**config.mk**
```make
export PLATFORM = sky130hd
export DESIGN_NAME = sw_input_frontend
export DESIGN_NICKNAME = d
export VERILOG_FILES = /design/src/rtl/sw_input_frontend.sv
export SDC_FILE = /design/constraint.sdc
export NUM_CORES = 1
export LEC_CHECK = 0
export BUFFER_PORTS_ARGS = -buffer_cell sky130_fd_sc_hd__buf_2
export CORE_ASPECT_RATIO = 2
export CORE_UTILIZATION = 25
export CTS_CLUSTER_SIZE = 12
export DETAILED_ROUTE_END_ITERATION = 10
export PLACE_DENSITY = 0.44
export SLEW_MARGIN = 10
export SYNTH_ARGS = -nofsm -noshare
export SYNTH_HDL_FRONTEND = slang
export SYNTH_SLANG_ARGS = --single-unit
export TNS_END_PERCENT = 20
```
**constraint.sdc**
```tcl
create_clock -name clk -period 1.8 [get_ports clk]
set_input_delay 0.45 -clock clk [delete_from_list [all_inputs] [get_ports clk]]
set_output_delay 0.45 -clock clk [all_outputs]
set_load 0.01 [all_outputs]
```
**src/rtl/sw_input_frontend.sv**
```systemverilog
// rtl/sw_input_frontend.sv - synchronizes and debounces board switches and buttons into the ALU operand and function selector
module sw_input_frontend #(
  parameter int BITS            = 16,
  parameter int FUNC_W          = 3,
  parameter int NUM_FUNCS       = 8,
  parameter int DEBOUNCE_CYCLES = 1000000
) (
  input  logic              clk,
  input  logic              rst_n,
  input  logic [BITS-1:0]   sw_raw,
  input  logic              btn_next,
  input  logic              btn_prev,
  input  logic              btn_load,
  output logic [BITS-1:0]   sw_out,
  output logic [FUNC_W-1:0] alu_func,
  output logic [BITS-1:0]   sw_stable,
  output logic              update
);
  localparam int CNT_W = (DEBOUNCE_CYCLES > 1) ? $clog2(DEBOUNCE_CYCLES) : 1;
  localparam logic [CNT_W-1:0]  CNT_LAST  = CNT_W'(DEBOUNCE_CYCLES - 1);
  localparam logic [FUNC_W-1:0] FUNC_LAST = FUNC_W'(NUM_FUNCS - 1);

  typedef enum logic [1:0] {IDLE, CNT_PRESS, PRESSED, CNT_REL} btn_state_t;

  // button index: 0 = next, 1 = prev, 2 = load
  logic [2:0]       btn_s1, btn_s2;
  logic [2:0]       pulse_q, pulse_d;
  btn_state_t       state_q [3];
  btn_state_t       state_d [3];
  logic [CNT_W-1:0] cnt_q [3];
  logic [CNT_W-1:0] cnt_d [3];
  logic [BITS-1:0]  sw_s1, sw_s2, sw_prev;
  logic [CNT_W-1:0] sw_cnt;
  logic             step_next, step_prev;

  always_ff @(posedge clk) begin
    if (!rst_n) begin
      btn_s1 <= '0;
      btn_s2 <= '0;
      sw_s1  <= '0;
      sw_s2  <= '0;
    end else begin
      btn_s1 <= {btn_load, btn_prev, btn_next};
      btn_s2 <= btn_s1;
      sw_s1  <= sw_raw;
      sw_s2  <= sw_s1;
    end
  end

  always_comb begin
    for (int i = 0; i < 3; i++) begin
      state_d[i] = state_q[i];
      cnt_d[i]   = cnt_q[i];
      pulse_d[i] = 1'b0;
      case (state_q[i])
        IDLE: begin
          if (btn_s2[i]) begin
            state_d[i] = CNT_PRESS;
            cnt_d[i]   = '0;
          end
        end
        CNT_PRESS: begin
          if (!btn_s2[i]) begin
            state_d[i] = IDLE;
          end else if (cnt_q[i] == CNT_LAST) begin
            state_d[i] = PRESSED;
            pulse_d[i] = 1'b1;
          end else begin
            cnt_d[i] = cnt_q[i] + CNT_W'(1);
          end
        end
        PRESSED: begin
          if (!btn_s2[i]) begin
            state_d[i] = CNT_REL;
            cnt_d[i]   = '0;
          end
        end
        CNT_REL: begin
          if (btn_s2[i]) begin
            state_d[i] = PRESSED;
          end else if (cnt_q[i] == CNT_LAST) begin
            state_d[i] = IDLE;
          end else begin
            cnt_d[i] = cnt_q[i] + CNT_W'(1);
          end
        end
        default: state_d[i] = IDLE;
      endcase
    end
  end

  always_ff @(posedge clk) begin
    if (!rst_n) begin
      for (int i = 0; i < 3; i++) begin
        state_q[i] <= IDLE;
        cnt_q[i]   <= '0;
      end
      pulse_q <= '0;
    end else begin
      for (int i = 0; i < 3; i++) begin
        state_q[i] <= state_d[i];
        cnt_q[i]   <= cnt_d[i];
      end
      pulse_q <= pulse_d;
    end
  end

  // The counter saturates once the vector has settled, so a later change is
  // accepted only after a fresh full stable window.
  always_ff @(posedge clk) begin
    if (!rst_n) begin
      sw_prev   <= '0;
      sw_cnt    <= '0;
      sw_stable <= '0;
    end else begin
      sw_prev <= sw_s2;
      if (sw_s2 != sw_prev) begin
        sw_cnt <= '0;
      end else if (sw_cnt != CNT_LAST) begin
        sw_cnt <= sw_cnt + CNT_W'(1);
      end else if (sw_s2 != sw_stable) begin
        sw_stable <= sw_s2;
      end
    end
  end

  assign step_next = pulse_q[0] & ~pulse_q[1];
  assign step_prev = pulse_q[1] & ~pulse_q[0];

  always_ff @(posedge clk) begin
    if (!rst_n) begin
      sw_out   <= '0;
      alu_func <= '0;
      update   <= 1'b0;
    end else begin
      update <= step_next | step_prev | pulse_q[2];
      if (pulse_q[2]) begin
        sw_out <= sw_stable;
      end
      if (step_next) begin
        alu_func <= (alu_func == FUNC_LAST) ? '0 : alu_func + FUNC_W'(1);
      end else if (step_prev) begin
        alu_func <= (alu_func == '0) ? FUNC_LAST : alu_func - FUNC_W'(1);
      end
    end
  end

endmodule

```
# == Yosys cells after proc, flatten, opt, wreduce, memory -nomap -nowiden ==
# Memory sizes are Yosys's and may differ from the RTL's.
# Index checks and enable logic that the tools add are counted.
# classes
add_sub_neg,6
n_bitwise,15
shifts,0
div_mod_pow,0
n_mul,0
magnitude_cmp,0
n_eq_ne,16
mux,54
reduce_logical,10
# ops
cell,count
20-bit 2-to-1 mux,18
20-bit case mux with 4 select lines,3
20-bit by 1-bit adder with 20-bit output (second input constant),4
20-bit equality test (second input constant),3
2-bit 2-to-1 mux,21
16-bit != test,2
2-bit case mux with 4 select lines,3
20-bit != test (second input constant),1
2-bit equality test (second input constant),6
3-bit 2-to-1 mux,4
3-bit AND reduction,4
1-bit OR,8
2-bit by 1-bit equality test with 1-bit output (second input constant),3
2-bit logical NOT,3
1-bit 2-to-1 mux,5
1-bit NOT,5
3-bit by 1-bit adder with 3-bit output (second input constant),1
3-bit equality test (second input constant),1
3-bit logical NOT,1
3-bit by 1-bit subtractor with 3-bit output (second input constant),1
1-bit AND,2
2-bit nonzero test,1
2-bit OR reduction,1
# word_totals
latch_bits,0
regBits,113
wordCells,116
inputBits,21
mem_bits_rw,66
rom_bits,0
out_inout_bits,36
mem_count,2
# mem_list
memory,words,width,rd,rd_ports_with_merged_regs,wr,line_no,text
cnt_q,3,20,3,0,3,30,logic [CNT_W-1:0] cnt_q [3];
state_q,3,2,3,0,3,28,btn_state_t state_q [3];

# == Logic depth before layout (Yosys ltp) ==
# logic_depth
depth_word,5
depth_mapped,8
depth_no_buf,7

# == Least setup slack after synthesis ==
# Ideal clock, no wire load.
# synth_path
path_type,flip-flop to flip-flop
from,memory cnt_q[0][20] in the netlist's numbering
to,memory cnt_q[0][28] in the netlist's numbering
n_path_buf,2
setup_slack_ns,-0.146
arrival_time_ns,1.819
stages_incl_launch_ff,9
period_less_slack_ns,1.946
path_cell_list,dfxtp_1 -> ha_1 -> nand3_1 -> or4_4 -> buf_6 -> o2111ai_2 -> buf_6 -> xnor2_1 -> nor2_1
# synth_rtl
item,line_no
start: declaration,30

==> impl_metrics.env <==
export IMPL_status="finished clean"
export IMPL_synth_area_top_cells="dfxtp_1 (48%), xor2_1 (5.0%), mux2i_1 (4.8%)"
export IMPL_routed_wl_mm=19.0
export IMPL_first_global_vias=6265
export IMPL_power_frac_seq_pct=50.1
export IMPL_skew_ps=6.45
export IMPL_nets=1015
export IMPL_final_common_cell="dfxtp_1"
export IMPL_ys_seq_area_share_pct=47.9
export IMPL_yosysWarnings=0
export IMPL_port_buffer_count=56
export IMPL_crit_type="flip-flop to flip-flop"
export IMPL_syn_inst=812
export IMPL_synth_area_um2=7480
export IMPL_cp_data_required_time_ps=2130
export IMPL_switching_power_mw=2.00
export IMPL_tritoncts="yes"
export IMPL_irDropWorstVdd_v=0.000631
export IMPL_std_cell_rows=89
export IMPL_cts_path_max_buffers=2
export IMPL_place_ws_ps=-114
export IMPL_die_w_um=124
export IMPL_n_antenna_cell=0
export IMPL_grt_util_all_layers_pct=12.7
export IMPL_synth_cell_type_count=50
export IMPL_dpl_instance_area_um2=9100
export IMPL_p_comb_share_pct=3.5
export IMPL_setup_violations=0
export IMPL_design_area_um2=9930
export IMPL_worstMarginPinSlew_ps=367
export IMPL_final_cells=1362
export IMPL_hpwl_mm=14.2
export IMPL_synthArstFlopShare_pct=0
export IMPL_clock_sinks=179
export IMPL_wl_per_cell_um=14.0
export IMPL_layout_drive_gt1_share_pct=27.3
export IMPL_internal_power_mw=6.06
export IMPL_period_needed_ps=1800
export IMPL_drv_cap=0
export IMPL_cts_max_level=4
export IMPL_core_region_area_um2=29500
export IMPL_syn_avg_cell_area_um2=9.21
export IMPL_fillers=3067
export IMPL_drv_slew=0
export IMPL_gp_congestion=0.786
export IMPL_ys_flop_type="dfxtp_1"
export IMPL_slew_headroom_pct=75.6
export IMPL_crit_path_end_kind="flip-flop"
export IMPL_finalWorstSetupSlack_ps=4.12
export IMPL_grt_antenna_before_repair=0
export IMPL_power_density_nw_per_um2=811
export IMPL_area_delta_synth_final_pct=32.8
export IMPL_holdWs_ps=202
export IMPL_grt_ovfl_total=0
export IMPL_cts_root_buffer="clkbuf_16"
export IMPL_vias=6203
export IMPL_clkPwrFrac_pct=46.3
export IMPL_drc_errors=0
export IMPL_final_util_pct=33.7
export IMPL_hold_viol=0
export IMPL_clk_pin_slew_worst_paths_ps=70
export IMPL_synth_seq_cells=179
export IMPL_dieArea_um2=30700
export IMPL_placed_cells=1326
export IMPL_cp_data_arrival_time_ps=2130
export IMPL_p_total_mw=8.06
export IMPL_yosysTopAreaCell="dfxtp_1"
export IMPL_die_h_um=247
export IMPL_switching_share_pct=24.8
export IMPL_fmax_ghz=0.557
export IMPL_synth_edf_count=0
export IMPL_hold_start="sw_raw[0]"
export IMPL_syn_nets=842
export IMPL_first_iter_violations=193
export IMPL_clk_latency_ps=450
export IMPL_viasPerCell=4.55
export IMPL_leakagePower_nw=4.00
export IMPL_synth_top_area_share_pct=47.9
export IMPL_rsz0062_at_grt="yes"
export IMPL_setup_tns_ps=0
export IMPL_min_period_over_period_pct=99.8
export IMPL_numCtsBuffers=17
export IMPL_antenna_left=0
export IMPL_firstDrtPassIters=4
export IMPL_r2r_start="cnt_q[0][32]$_SDFFE_PN0P_"
export IMPL_grt_max_degree=42
export IMPL_final_cell_mix="dfxtp_1 (161), buf_4 (119), nor2_1 (78)"
export IMPL_io_pins=57
export IMPL_critPathMaxFanout=11
export IMPL_hp_class="input port to flip-flop"
export IMPL_grt_pass1_wl_mm=30.4
export IMPL_crit_path_start_kind="flip-flop"
export IMPL_hold_buffers=0
export IMPL_cp_startpoint="cnt_q[0][32]$_SDFFE_PN0P_"
export IMPL_floorplan_initialDensity_pct=25.3
-- power groups by stage --
stage | combinational, mW | sequential, mW | clock, mW
6_report | 0.283 | 4.04 | 3.73
5_1_grt | 0.316 | 4.05 | 4.00
4_1_cts | 0.281 | 4.04 | 3.86
3_3_place_gp | 0.276 | 4.13 | 0
2_1_floorplan | 0.144 | 4.12 | 0
3_5_place_dp | 0.275 | 4.13 | 0
-- layer usage --
metal | track usage, % | share of wire, % | vias up
met4 | 5.99 | 2.1 | 0
met2 | 27.0 | 61 | 62
met1 | 11.0 | 35 | 2952
li1 | - | - | 3166
met5 | 0 | 0 | -
met3 | 2.35 | 1.8 | 23
-- worst max-delay path, stage by stage, from the launching register on --
cell	delay, ps
dfxtp_2	320
nand4bb_1	180
or4_4	620
o2111ai_4	240
buf_12	160
or3_1	100
a21oi_1	60
-- worst paths after layout --
check | endpoint | slack, ps | depth (start not counted)
worst max-delay path | cnt_q[0][34]$_SDFFE_PN0P_ | 4 | 6
worst min-delay path | sw_s1[0]$_SDFF_PN0_ | 200 | 2
worst max register to register | cnt_q[0][34]$_SDFFE_PN0P_ | 4 | 6
worst min register to register | sw_s2[1]$_SDFF_PN0_ | 430 | 1
-- cells in the mapped netlist, types with 14 or more instances --
| cell type | number |
|---|---|
| dfxtp_1 | 179 |
| nor2_1 | 79 |
| nand2_1 | 65 |
| and2_1 | 43 |
| xor2_1 | 43 |
| inv_1 | 38 |
| a21oi_1 | 36 |
| mux2i_1 | 36 |
| xnor2_1 | 32 |
| nand4_1 | 25 |
| or3_1 | 25 |
| nand3_1 | 24 |
| o21ai_0 | 24 |
| clkbuf_1 | 20 |
| nor3_1 | 17 |
| nor4_1 | 15 |
| o2111ai_1 | 14 |
-- area by class of cell --
cell class / instances / area, µm² / share of cell area, %
timing repair buffer: 185 / 1340 / 13.5
inverter: 38 / 143 / 1.44
clock inverter: 13 / 136 / 1.37
sequential: 179 / 3610 / 36.3
tap: 364 / 455 / 4.58
multi-input combinational: 564 / 3790 / 38.2
clock buffer: 19 / 453 / 4.56
-- state kept, by name, summed over array words and instances, names as in the netlist, 16 cells and up, named ones only --
signal,flops
cnt_q,60
sw_cnt,20
sw_out,16
sw_prev,16
sw_s1,16
sw_s2,16
sw_stable,16
-- logic make-up (layout without fill, tap and decap cells) --
group	Yosys count	count (layout)	share of synthesized area (%)
flops	179	179	47.9
buf+inv	69	255	3.83
xor+xnor	78	78	9.44
simple gates	334	334	23.4
compound gates	107	107	9.14
mux	36	36	4.82
fa+ha+maj	9	9	1.51
-- repair_timing --
item                                    4_1_cts  5_1_grt
pin swaps                                     3       19
endpoints found under the setup margin       59       56
gates cloned                                  0        1
gates resized for setup                      14       36
buffers inserted                              1        3
No activity file was read; power rests on OpenSTA's default activity.
